**src/rtl/shift_sequencer.sv**
```systemverilog
// Universal shift register with an autonomous N-step shift sequencer.
// Single-cycle ops run under en; start runs amt steps of a shift mode with busy/done.
module shift_sequencer #(
    parameter int WIDTH = 8,
    parameter int AMT_W = 4
) (
    input  logic             clk,
    input  logic             reset_n,
    input  logic             clear_n,
    input  logic             en,
    input  logic             start,
    input  logic [2:0]       mode,
    input  logic [WIDTH-1:0] d,
    input  logic             ser_in,
    input  logic [AMT_W-1:0] amt,
    output logic [WIDTH-1:0] q,
    output logic             msb_out,
    output logic             lsb_out,
    output logic             busy,
    output logic             done
);

    // state | meaning
    // IDLE  | single-cycle ops under en, start accepted for shift modes
    // RUN   | one latched-mode step per edge until the step counter empties
    typedef enum logic {
        ST_IDLE = 1'b0,
        ST_RUN  = 1'b1
    } state_t;

    localparam logic [2:0] OP_HOLD = 3'b000;
    localparam logic [2:0] OP_LOAD = 3'b001;
    localparam logic [2:0] OP_SHL  = 3'b010;
    localparam logic [2:0] OP_SHR  = 3'b011;
    localparam logic [2:0] OP_ROTL = 3'b100;
    localparam logic [2:0] OP_ROTR = 3'b101;
    localparam logic [2:0] OP_ASR  = 3'b110;
    localparam logic [2:0] OP_ZERO = 3'b111;

    state_t           state_q, state_d;
    logic [WIDTH-1:0] q_q, q_d;
    logic [AMT_W-1:0] cnt_q, cnt_d;
    logic [2:0]       mode_q, mode_d;
    logic             done_q, done_d;

    function automatic logic [WIDTH-1:0] apply_op(
        input logic [2:0]       op,
        input logic [WIDTH-1:0] cur,
        input logic             ser,
        input logic [WIDTH-1:0] din
    );
        logic [WIDTH-1:0] res;
        res = cur;
        case (op)
            OP_HOLD: res = cur;
            OP_LOAD: res = din;
            OP_SHL:  res = {cur[WIDTH-2:0], ser};
            OP_SHR:  res = {ser, cur[WIDTH-1:1]};
            OP_ROTL: res = {cur[WIDTH-2:0], cur[WIDTH-1]};
            OP_ROTR: res = {cur[0], cur[WIDTH-1:1]};
            OP_ASR:  res = {cur[WIDTH-1], cur[WIDTH-1:1]};
            OP_ZERO: res = '0;
            default: res = cur;
        endcase
        return res;
    endfunction

    // hold, load and zero are not sequenceable; start is ignored for them
    function automatic logic is_shift(input logic [2:0] op);
        return (op >= OP_SHL) && (op <= OP_ASR);
    endfunction

    always_ff @(posedge clk or negedge reset_n) begin
        if (!reset_n) begin
            state_q <= ST_IDLE;
            q_q     <= '0;
            cnt_q   <= '0;
            mode_q  <= OP_HOLD;
            done_q  <= 1'b0;
        end else begin
            state_q <= state_d;
            q_q     <= q_d;
            cnt_q   <= cnt_d;
            mode_q  <= mode_d;
            done_q  <= done_d;
        end
    end

    always_comb begin
        state_d = state_q;
        q_d     = q_q;
        cnt_d   = cnt_q;
        mode_d  = mode_q;
        done_d  = 1'b0;
        if (!clear_n) begin
            state_d = ST_IDLE;
            q_d     = '0;
            cnt_d   = '0;
        end else if (state_q == ST_RUN) begin
            q_d   = apply_op(mode_q, q_q, ser_in, d);
            cnt_d = cnt_q - AMT_W'(1);
            if (cnt_q == AMT_W'(1)) begin
                state_d = ST_IDLE;
                done_d  = 1'b1;
            end
        end else if (start && is_shift(mode)) begin
            if (amt == '0) begin
                done_d = 1'b1;
            end else begin
                state_d = ST_RUN;
                mode_d  = mode;
                cnt_d   = amt;
            end
        end else if (en) begin
            q_d = apply_op(mode, q_q, ser_in, d);
        end
    end

    always_comb begin
        q       = q_q;
        msb_out = q_q[WIDTH-1];
        lsb_out = q_q[0];
        busy    = (state_q == ST_RUN);
        done    = done_q;
    end

endmodule

```
**config.mk**
```make
export PLATFORM = sky130hd
export DESIGN_NAME = shift_sequencer
export DESIGN_NICKNAME = d
export VERILOG_FILES = /design/src/rtl/shift_sequencer.sv
export SDC_FILE = /design/constraint.sdc
export NUM_CORES = 1
export LEC_CHECK = 0
export CAP_MARGIN = 40
export CORE_ASPECT_RATIO = 2
export CORE_UTILIZATION = 46
export CTS_CLUSTER_DIAMETER = 30
export DETAILED_ROUTE_END_ITERATION = 16
export GPL_TIMING_DRIVEN = 0
export HOLD_SLACK_MARGIN = 0.15
export PLACE_DENSITY = 0.79
export RECOVER_POWER = 25
export SYNTH_ARGS = -nofsm -noshare
export SYNTH_HDL_FRONTEND = slang
export SYNTH_SLANG_ARGS = --single-unit
```
**constraint.sdc**
```tcl
create_clock -name clk -period 1.6 [get_ports clk]
set_input_delay 0.24 -clock clk [delete_from_list [all_inputs] [get_ports clk]]
set_output_delay 0.24 -clock clk [all_outputs]
set_load 0.005 [all_outputs]
```
==> results of run 1 <==
## report_power, final
group	total, uW	internal, uW	leakage, uW	switching (uW)
Combinational	1100	625	0.000694	478
Sequential	655	511	0.000207	145
Clock	343	177	0.0000228	166
Total	2100	1310	0.000923	789
## cell usage in the layout (no fill, tap or decap), types with 4 or more instances in the layout
cell,instances
clkdlybuf4s50_1,26
o21ai_0,21
buf_4,20
mux2_2,10
dfrtp_2,10
mux2_4,9
nor2_1,8
dfrtp_1,7
inv_1,6
a221oi_2,6
buf_6,5
nor2b_1,5
o22ai_1,5
nor3_1,4
nand2_1,4
a221oi_1,4
nand2b_1,4
## cell families after synthesis
logic type,Yosys count,share of synthesized area
AO/OA/AOI/OAI,63,0.282
flip-flops,17,0.266
buffers and inverters,21,0.0853
multiplexers,23,0.174
AND/OR/NAND/NOR,44,0.161
adder cells (fa/ha/maj),2,0.0156
XOR/XNOR,3,0.0164
## final cells by class
| cell class | instances | area, um^2 |
|---|---|---|
| clock buffers | 4 | 45.0 |
| flip-flops and latches | 17 | 438 |
| multi-input cells | 135 | 1170 |
| inverters | 7 | 26.3 |
| well taps | 32 | 40.0 |
| fillers | 276 | 1090 |
| repair buffers | 48 | 435 |
| plain buffers | 11 | 100 |
## state kept, by name, summed over array words and instances, names as in the netlist
register / count
cnt_q: 4
done: 1
q: 8
busy: 1
mode_q: 3
## routing by layer
layer / vias to the layer above / GRT usage
met2: 74 / 0.498
met5: - / 0
met4: 0 / 0.151
li1: 753 / -
met3: 17 / 0.0255
met1: 814 / 0.295
## through the flow
stage,cell area (um^2),power [uW],setup WS (ns)
floorplan,1600,1150,0.0155
global placement,1940,1440,-0.533
detailed placement,1950,1460,-0.577
CTS,2120,1920,-0.00755
global route,2250,2220,-0.0882
finish,2250,2100,-0.0298
## path summary, 6_finish.rpt
| check | from | end | depth (start not counted) |
|---|---|---|---|
| min in group asynchronous | reset_n | mode_q[1] | 1 |
| worst max register to register | mode_q[0] | q[2] | 5 |
| worst min-delay path | clear_n | done | 2 |
| worst min register to register | cnt_q[0] | cnt_q[0] | 1 |
| worst max-delay path | mode_q[0] | q[2] | 5 |
| max in group asynchronous | reset_n | q[7] | 2 |
## repair_timing
item | 4_1_cts | 5_1_grt
endpoints found under the hold margin | 0 | 0
setup buffers | 8 | 9
gates resized for setup | 23 | 18
gates cloned | 0 | 0
setup endpoints to repair | 16 | 15
pin swaps | 4 | 10
==> results.cfg, run 1 <==
[outcome]
status = finished with violations
violations = design-rule violations, negative setup slack

[synth]
ys_top_cells_by_area = dfrtp_1 27%, mux2_2 9.2%, o21ai_0 6.9%
syn_area_per_cell_um2 = 9.24
synthFlopType = dfrtp_1
synth_top_area_frac = 0.266
ys_seq_area_frac = 0.266
synth_area_um2 = 1600
syn_inst = 173
synth_edf_count = 0
yosysMostFrequentCell = o21ai_0
synth_seq_cells = 17
synth_top_cell_by_area = dfrtp_1
yosys_warnings = 0
synth_async_sr_flop_share = 1.00
syn-num-nets = 196
netlist_top_cells_count = 22 x o21ai_0, 17 x dfrtp_1, 13 x mux2_2
synth.distinct_cells = 51

[timing]
finalSetupViolCount = 5
rsz0062_at_grt = true
max_freq_mhz = 614
fin_crit_ns = 1.63
slew_headroom = 0.563
hold_violations = 0
finalClockSkew_ns = 0.00849
whs_ns = 0.297
finalMaxSlewViolations = 0
worst_slack_ns = -0.0298
worst_pin_slew_ns = 0.655
setup_tns_ns = -0.0969
finalCritPeriodShare = 1.02

[floorplan]
die_w_um = 43.7
dieHeight_um = 85.4
dieArea_um2 = 3730
rows = 30
core-area_um2 = 3340
start_util = 0.479
io_pins = 33

[route]
via_per_inst = 6.53
met2_length_um = 2800
num_vias = 1658
routedWlPerCell_um = 19.2
firstDrtPassIters = 12
ant_nets = 0
drc = 1
drt-total-wl_um = 4890
drt_iter0_drc = 77
routed.top_layer = met4
wl_met3_um = 167
wl_met1_um = 1770

[power]
worst_ir_drop_vdd_mv = 0.625
powerDensity_nw_per_um2 = 933
p_leak_uw = 0.000923

[place]
hpwl_um = 3280
dpl.cell_count = 236
place_congestion = 0.845
io_buffer_count = 30

[setup_path]
worstPathMaxFanout = 4
cp_slowest_cell = dfrtp_2
cp.arrival_ns = 1.77
max_stage_delay_ns = 0.44
crit_type = flip-flop to flip-flop
crit_family = multiplexers
r2r_setup_slack_ns = -0.03
cp-end-kind = flip-flop
start_kind = flip-flop
worst_path_most_repeated_cell = mux2_4
crit_chain = buf_6 -> mux2_4 -> a221oi_4 -> o22ai_1 -> mux2_4
required_ns = 1.74
cp_num_buf_inv = 1

[global_route]
grt_overflow = 0
grt_pass1_vias = 1598
grt_pass1_wl_um = 7760
track_usage = 0.275
grt_max_degree = 12
antenna_found_initial = 0

[clock_network]
cts.clk_slew.worst_paths_ns = 0.08
cts_buffers = 3
root_buffer = clkbuf_8
ctsHoldBuffers = 0
cts_tree = done
worstSkewPairLatency_ns = 0.26
cts_sinks = 17
cts_htree_levels = 1
ctsLongestPathBuffers = 2

[finish]
drive_above_1_share = 0.383
final_nets = 246
fin_cells = 254
n_antenna_cell = 0
utilization = 0.675
areaGrowthSynthToFinish_pct = 40.9

[min_path]
min_path_type = primary input to flip-flop

[job]
maxCapViolCount = 0
Power figures use the tool's default switching activity.
==> inputs of run 2 (changes only) <==
--- a/config.mk
+++ b/config.mk
@@ -6,14 +6,16 @@
 export NUM_CORES = 1
 export LEC_CHECK = 0
 export CAP_MARGIN = 40
+export CELL_PAD_IN_SITES_DETAIL_PLACEMENT = 1
+export CELL_PAD_IN_SITES_GLOBAL_PLACEMENT = 2
 export CORE_ASPECT_RATIO = 2
-export CORE_UTILIZATION = 46
+export CORE_UTILIZATION = 28
 export CTS_CLUSTER_DIAMETER = 30
 export DETAILED_ROUTE_END_ITERATION = 16
 export GPL_TIMING_DRIVEN = 0
 export HOLD_SLACK_MARGIN = 0.15
 export PLACE_DENSITY = 0.79
-export RECOVER_POWER = 25
+export RECOVER_POWER = 100
 export SYNTH_ARGS = -nofsm -noshare
 export SYNTH_HDL_FRONTEND = slang
 export SYNTH_SLANG_ARGS = --single-unit
==> run 2 against run 1 <==
The run ends with negative setup slack left. Worst hold slack worse by 0.0017 ns. Register-to-register slack barely moved. Highest routed layer unchanged. Via count decreased by 4.0%. Routed wire length increased by 14%. Largest cell class unchanged.
==> results.cfg, run 2 (synthesis gave the netlist of run 1 again) <==
[floorplan]
rows = 38
die_w_um = 55.4
start_util = 0.292
dieArea_um2 = 6040
dieHeight_um = 109
io_pins = 33
core-area_um2 = 5470

[route]
ant_nets = 0
firstDrtPassIters = 4
routedWlPerCell_um = 20.4
num_vias = 1592
drt-total-wl_um = 5580
drc = 0
drt_iter0_drc = 22
via_per_inst = 5.81

[timing]
finalCritPeriodShare = 1.02
rsz0062_at_grt = true
finalMaxSlewViolations = 0
max_freq_mhz = 615
finalClockSkew_ns = 0.00183
setup_tns_ns = -0.0755
worst_pin_slew_ns = 0.766
worst_slack_ns = -0.0251
finalSetupViolCount = 5
fin_crit_ns = 1.63
slew_headroom = 0.488
hold_violations = 0

[place]
place_congestion = 0.769
io_buffer_count = 30
hpwl_um = 4110
place_area_um2 = 1990

[finish]
layout_commonest_cell = clkdlybuf4s50_1
final_nets = 238
drive_above_1_share = 0.336
fin_area_um2 = 2210
final_cell_mix = 23 x clkdlybuf4s50_1, 21 x o21ai_0, 10 x mux2_2, 10 x a221oi_2, 10 x dfrtp_1
n_antenna_cell = 0
areaGrowthSynthToFinish_pct = 38.4
nFillCells = 610
largest_register_ffs = 8

[global_route]
grt_overflow = 0
antenna_found_initial = 0
track_usage = 0.189
grt_pass1_wl_um = 8740
grt_max_degree = 13
grt_pass1_vias = 1667

[power]
worst_ir_drop_vdd_mv = 0.509
p_total_uw = 2010
powerDensity_nw_per_um2 = 910
p_leak_uw = 0.000914

[clock_network]
root_buffer = clkbuf_8
ctsLongestPathBuffers = 2
worstSkewPairLatency_ns = 0.26
cts_sinks = 17
cts_tree = done
cts_buffers = 3
cts_htree_levels = 1
cts.clk_slew.worst_paths_ns = 0.08

[outcome]
violations = negative setup slack
status = finished with violations

[setup_path]
cp-end-kind = flip-flop
required_ns = 1.75
r2r_setup_slack_ns = -0.03
worstPathMaxFanout = 6
start_kind = flip-flop
cp.arrival_ns = 1.78
crit_type = flip-flop to flip-flop

[job]
maxCapViolCount = 0

[min_path]
min_path_type = primary input to async pin
run 2: cell types whose count changed in the layout (fill, tap and decap cells not counted), moves of 3 or more:
| cell | change |
|---|---|
| a221oi_2 | +4 |
| a221oi_4 | -3 |
| buf_4 | -13 |
| clkdlybuf4s50_1 | -3 |
| dfrtp_1 | +3 |
| dfrtp_2 | -3 |
run 2: area by class of cell:
type	instances	area, um^2	area share
multi-input cells	135	1150	0.518
flip-flops and latches	17	434	0.196
repair buffers	39	377	0.170
plain buffers	12	110	0.0497
well taps	60	75.1	0.0339
clock buffers	4	45.0	0.0204
inverters	7	26.3	0.0119
run 2: worst max-delay path, cell delays in order, from the launching register on:
cell	delay (ns)
dfrtp_2	0.47
buf_6	0.16
mux2_4	0.30
a221oi_2	0.21
o22ai_1	0.11
mux2_4	0.27
run 2: repair_timing:
| item | CTS | global route |
|---|---|---|
| pin swaps | 10 | 6 |
| setup endpoints to repair | 19 | 18 |
| hold buffers | 0 | 0 |
| setup buffers | 5 | 3 |
| resized for setup | 33 | 7 |
run 2: path summary, 6_finish.rpt:
| kind | startpoint | depth (start not counted) | to |
|---|---|---|---|
| min reg2reg | cnt_q[0] | 1 | cnt_q[0] |
| max reg2reg | mode_q[0] | 5 | q[2] |
| max | mode_q[0] | 5 | q[2] |
| min in group clk | clear_n | 2 | done |
| min | reset_n | 1 | done |
| max in group asynchronous | reset_n | 2 | q[0] |
run 2: per-stage QoR:
step	std cells	utilization	hold slack, ns	setup slack (ns)
after floorplan	173	-	-0.0556	0.0155
after global placement	263	0.361	0.586	-0.580
after detailed placement	264	0.364	0.542	-0.596
after CTS	271	0.400	0.255	-0.0281
after global routing	274	0.405	0.310	-0.0635
final	274	0.405	0.295	-0.0251
run 2: per-layer routing:
| layer | track usage | vias up | routed length [um] |
|---|---|---|---|
| met5 | 0 | - | 0 |
| met4 | 0.0732 | 0 | 144 |
| met3 | 0.0107 | 15 | 109 |
| met2 | 0.398 | 34 | 3360 |
| met1 | 0.185 | 800 | 1970 |
| li1 | - | 743 | - |
run 2: power by group:
group / switching, uW / total (uW) / internal, uW
sequential: 157 / 664 / 507
clock: 179 / 357 / 178
combinational: 442 / 994 / 552
==> inputs of run 3 (changes only) <==
==> constraint.sdc (replaced) <==
create_clock -name clk -period 1.6 [get_ports clk]
set_input_delay 0.24 -clock clk [delete_from_list [all_inputs] [get_ports clk]]
set_output_delay 0.24 -clock clk [all_outputs]
set_load 0.05 [all_outputs]
==> run 3 against run 2 <==
The flow still finishes with violations (negative setup slack). Cell count rose by 0.73%. Clock power barely moved. Critical path depth did not move. Critical endpoint unchanged. Register-to-register slack got worse by 0.03 ns. Sequential power fell by 2%. Worst setup slack got worse by 0.033 ns. Power rose by 8.2%. Critical path type unchanged. Clock-buffer cell count did not move.
==> results.cfg, run 3 (synthesis gave the netlist of run 1 again) <==
[outcome]
status = finished with violations
violations = negative setup slack

[timing]
finalMaxSlewViolations = 0
hold_violations = 0
rsz0062_at_grt = true
finalCritPeriodShare = 1.04
worst_pin_slew_ns = 0.730
finalClockSkew_ns = 0.00219
fin_crit_ns = 1.66
slew_headroom = 0.514
max_freq_mhz = 603
worst_slack_ns = -0.0583
finalSetupViolCount = 7

[power]
p_total_uw = 2180
p_leak_uw = 0.000958
combPwrFrac = 0.539
p_sw_uw = 949
powerDensity_nw_per_um2 = 985
p_seq_frac = 0.299
p_int_uw = 1230
p_sw_frac = 0.435
p_clk_frac = 0.162
worst_ir_drop_vdd_mv = 0.491

[finish]
final_cell_mix = 21 x o21ai_0, 13 x clkdlybuf4s50_1, 11 x dlygate4sd2_1
fin_cells = 276
final_nets = 240
n_antenna_cell = 0
drive_above_1_share = 0.375
areaGrowthSynthToFinish_pct = 38.5
largest_register_ffs = 8
layout_commonest_cell = o21ai_0

[clock_network]
cts_sinks = 17
ctsLongestPathBuffers = 2
root_buffer = clkbuf_8
cts_buffers = 3
cts_tree = done
cts.clk_slew.worst_paths_ns = 0.08
worstSkewPairLatency_ns = 0.26
cts_htree_levels = 1

[global_route]
grt_max_degree = 13
antenna_found_initial = 0
track_usage = 0.187
grt_overflow = 0
grt_pass1_wl_um = 8690
grt_pass1_vias = 1700

[floorplan]
io_pins = 33
core-area_um2 = 5470
dieArea_um2 = 6040
die_w_um = 55.4
dieHeight_um = 109
start_util = 0.292
rows = 38

[route]
ant_nets = 0
drt_iter0_drc = 28
drt-total-wl_um = 5480
via_per_inst = 5.78
drc = 0
routedWlPerCell_um = 19.8
firstDrtPassIters = 4
num_vias = 1594

[setup_path]
required_ns = 1.75
cp-end-kind = flip-flop
start_kind = flip-flop
cp-startpoint = mode_q[0]
reg2reg_from = mode_q[0]
crit_type = flip-flop to flip-flop
reg2regPathDepth = 5
cp.arrival_ns = 1.81
worstPathMaxFanout = 6

[place]
io_buffer_count = 30
hpwl_um = 4000
dpl.cell_count = 264
place_congestion = 0.754

[job]
maxCapViolCount = 0

[min_path]
min_path_type = primary input to async pin
run 3: worst max-delay path, cell delays in order (launching register included):
cell	delay, ns
dfrtp_2	0.48
buf_6	0.16
mux2_4	0.29
a221oi_2	0.22
o22ai_1	0.12
mux2_4	0.27
run 3: cell type report:
| cell class | instances | area [um^2] |
|---|---|---|
| multi-input cells | 135 | 1150 |
| clock buffers | 4 | 45.0 |
| inverters | 7 | 26.3 |
| repair buffers | 41 | 369 |
| fillers | 627 | 3250 |
| well taps | 60 | 75.1 |
| flip-flops and latches | 17 | 435 |
| plain buffers | 12 | 115 |
run 3: worst paths after layout:
check	to	slack, ns
min reg2reg	q[6]	0.60
max in group asynchronous	mode_q[0]	0.31
min	done	0.29
max	q[2]	-0.06
min in group clk	done	0.30
max reg2reg	q[2]	-0.06
run 3: per-stage QoR:
step / setup TNS (ns) / cell area, um^2 / setup WS [ns] / utilization / hold WS (ns)
3_3_place_gp: -6.96 / 1980 / -0.579 / 0.363 / 0.583
3_5_place_dp: -7.15 / 2000 / -0.573 / 0.365 / 0.541
5_1_grt: -0.496 / 2210 / -0.0862 / 0.405 / 0.316
6_report: -0.203 / 2210 / -0.0583 / 0.405 / 0.291
4_1_cts: -0.138 / 2170 / -0.0451 / 0.397 / 0.252
2_1_floorplan: -0.0723 / 1610 / -0.0449 / - / -0.0556
run 3: layer usage:
layer  vias to the layer above  GRT usage  share of wire
li1                        743          -              -
met1                       807      0.186           0.36
met2                        31      0.381           0.59
met3                        13     0.0142          0.019
met4                         0     0.0839          0.033
met5                         -          0              0
run 3: power by group through the flow:
stage	combinational [uW]	clock, uW	sequential (uW)
after floorplan	582	0	748
after global placement	1010	0	656
after detailed placement	1030	0	657
after CTS	1130	361	657
after global routing	1260	370	664
final	1170	354	652
run 3: repair_timing:
action                                 CTS  global route
setup endpoints to repair               27            12
endpoints found under the hold margin    0             0
pin swaps                               11             5
resized for setup                       40            12
hold buffers                             0             0
gates cloned                             0             1
buffers inserted                         5             5
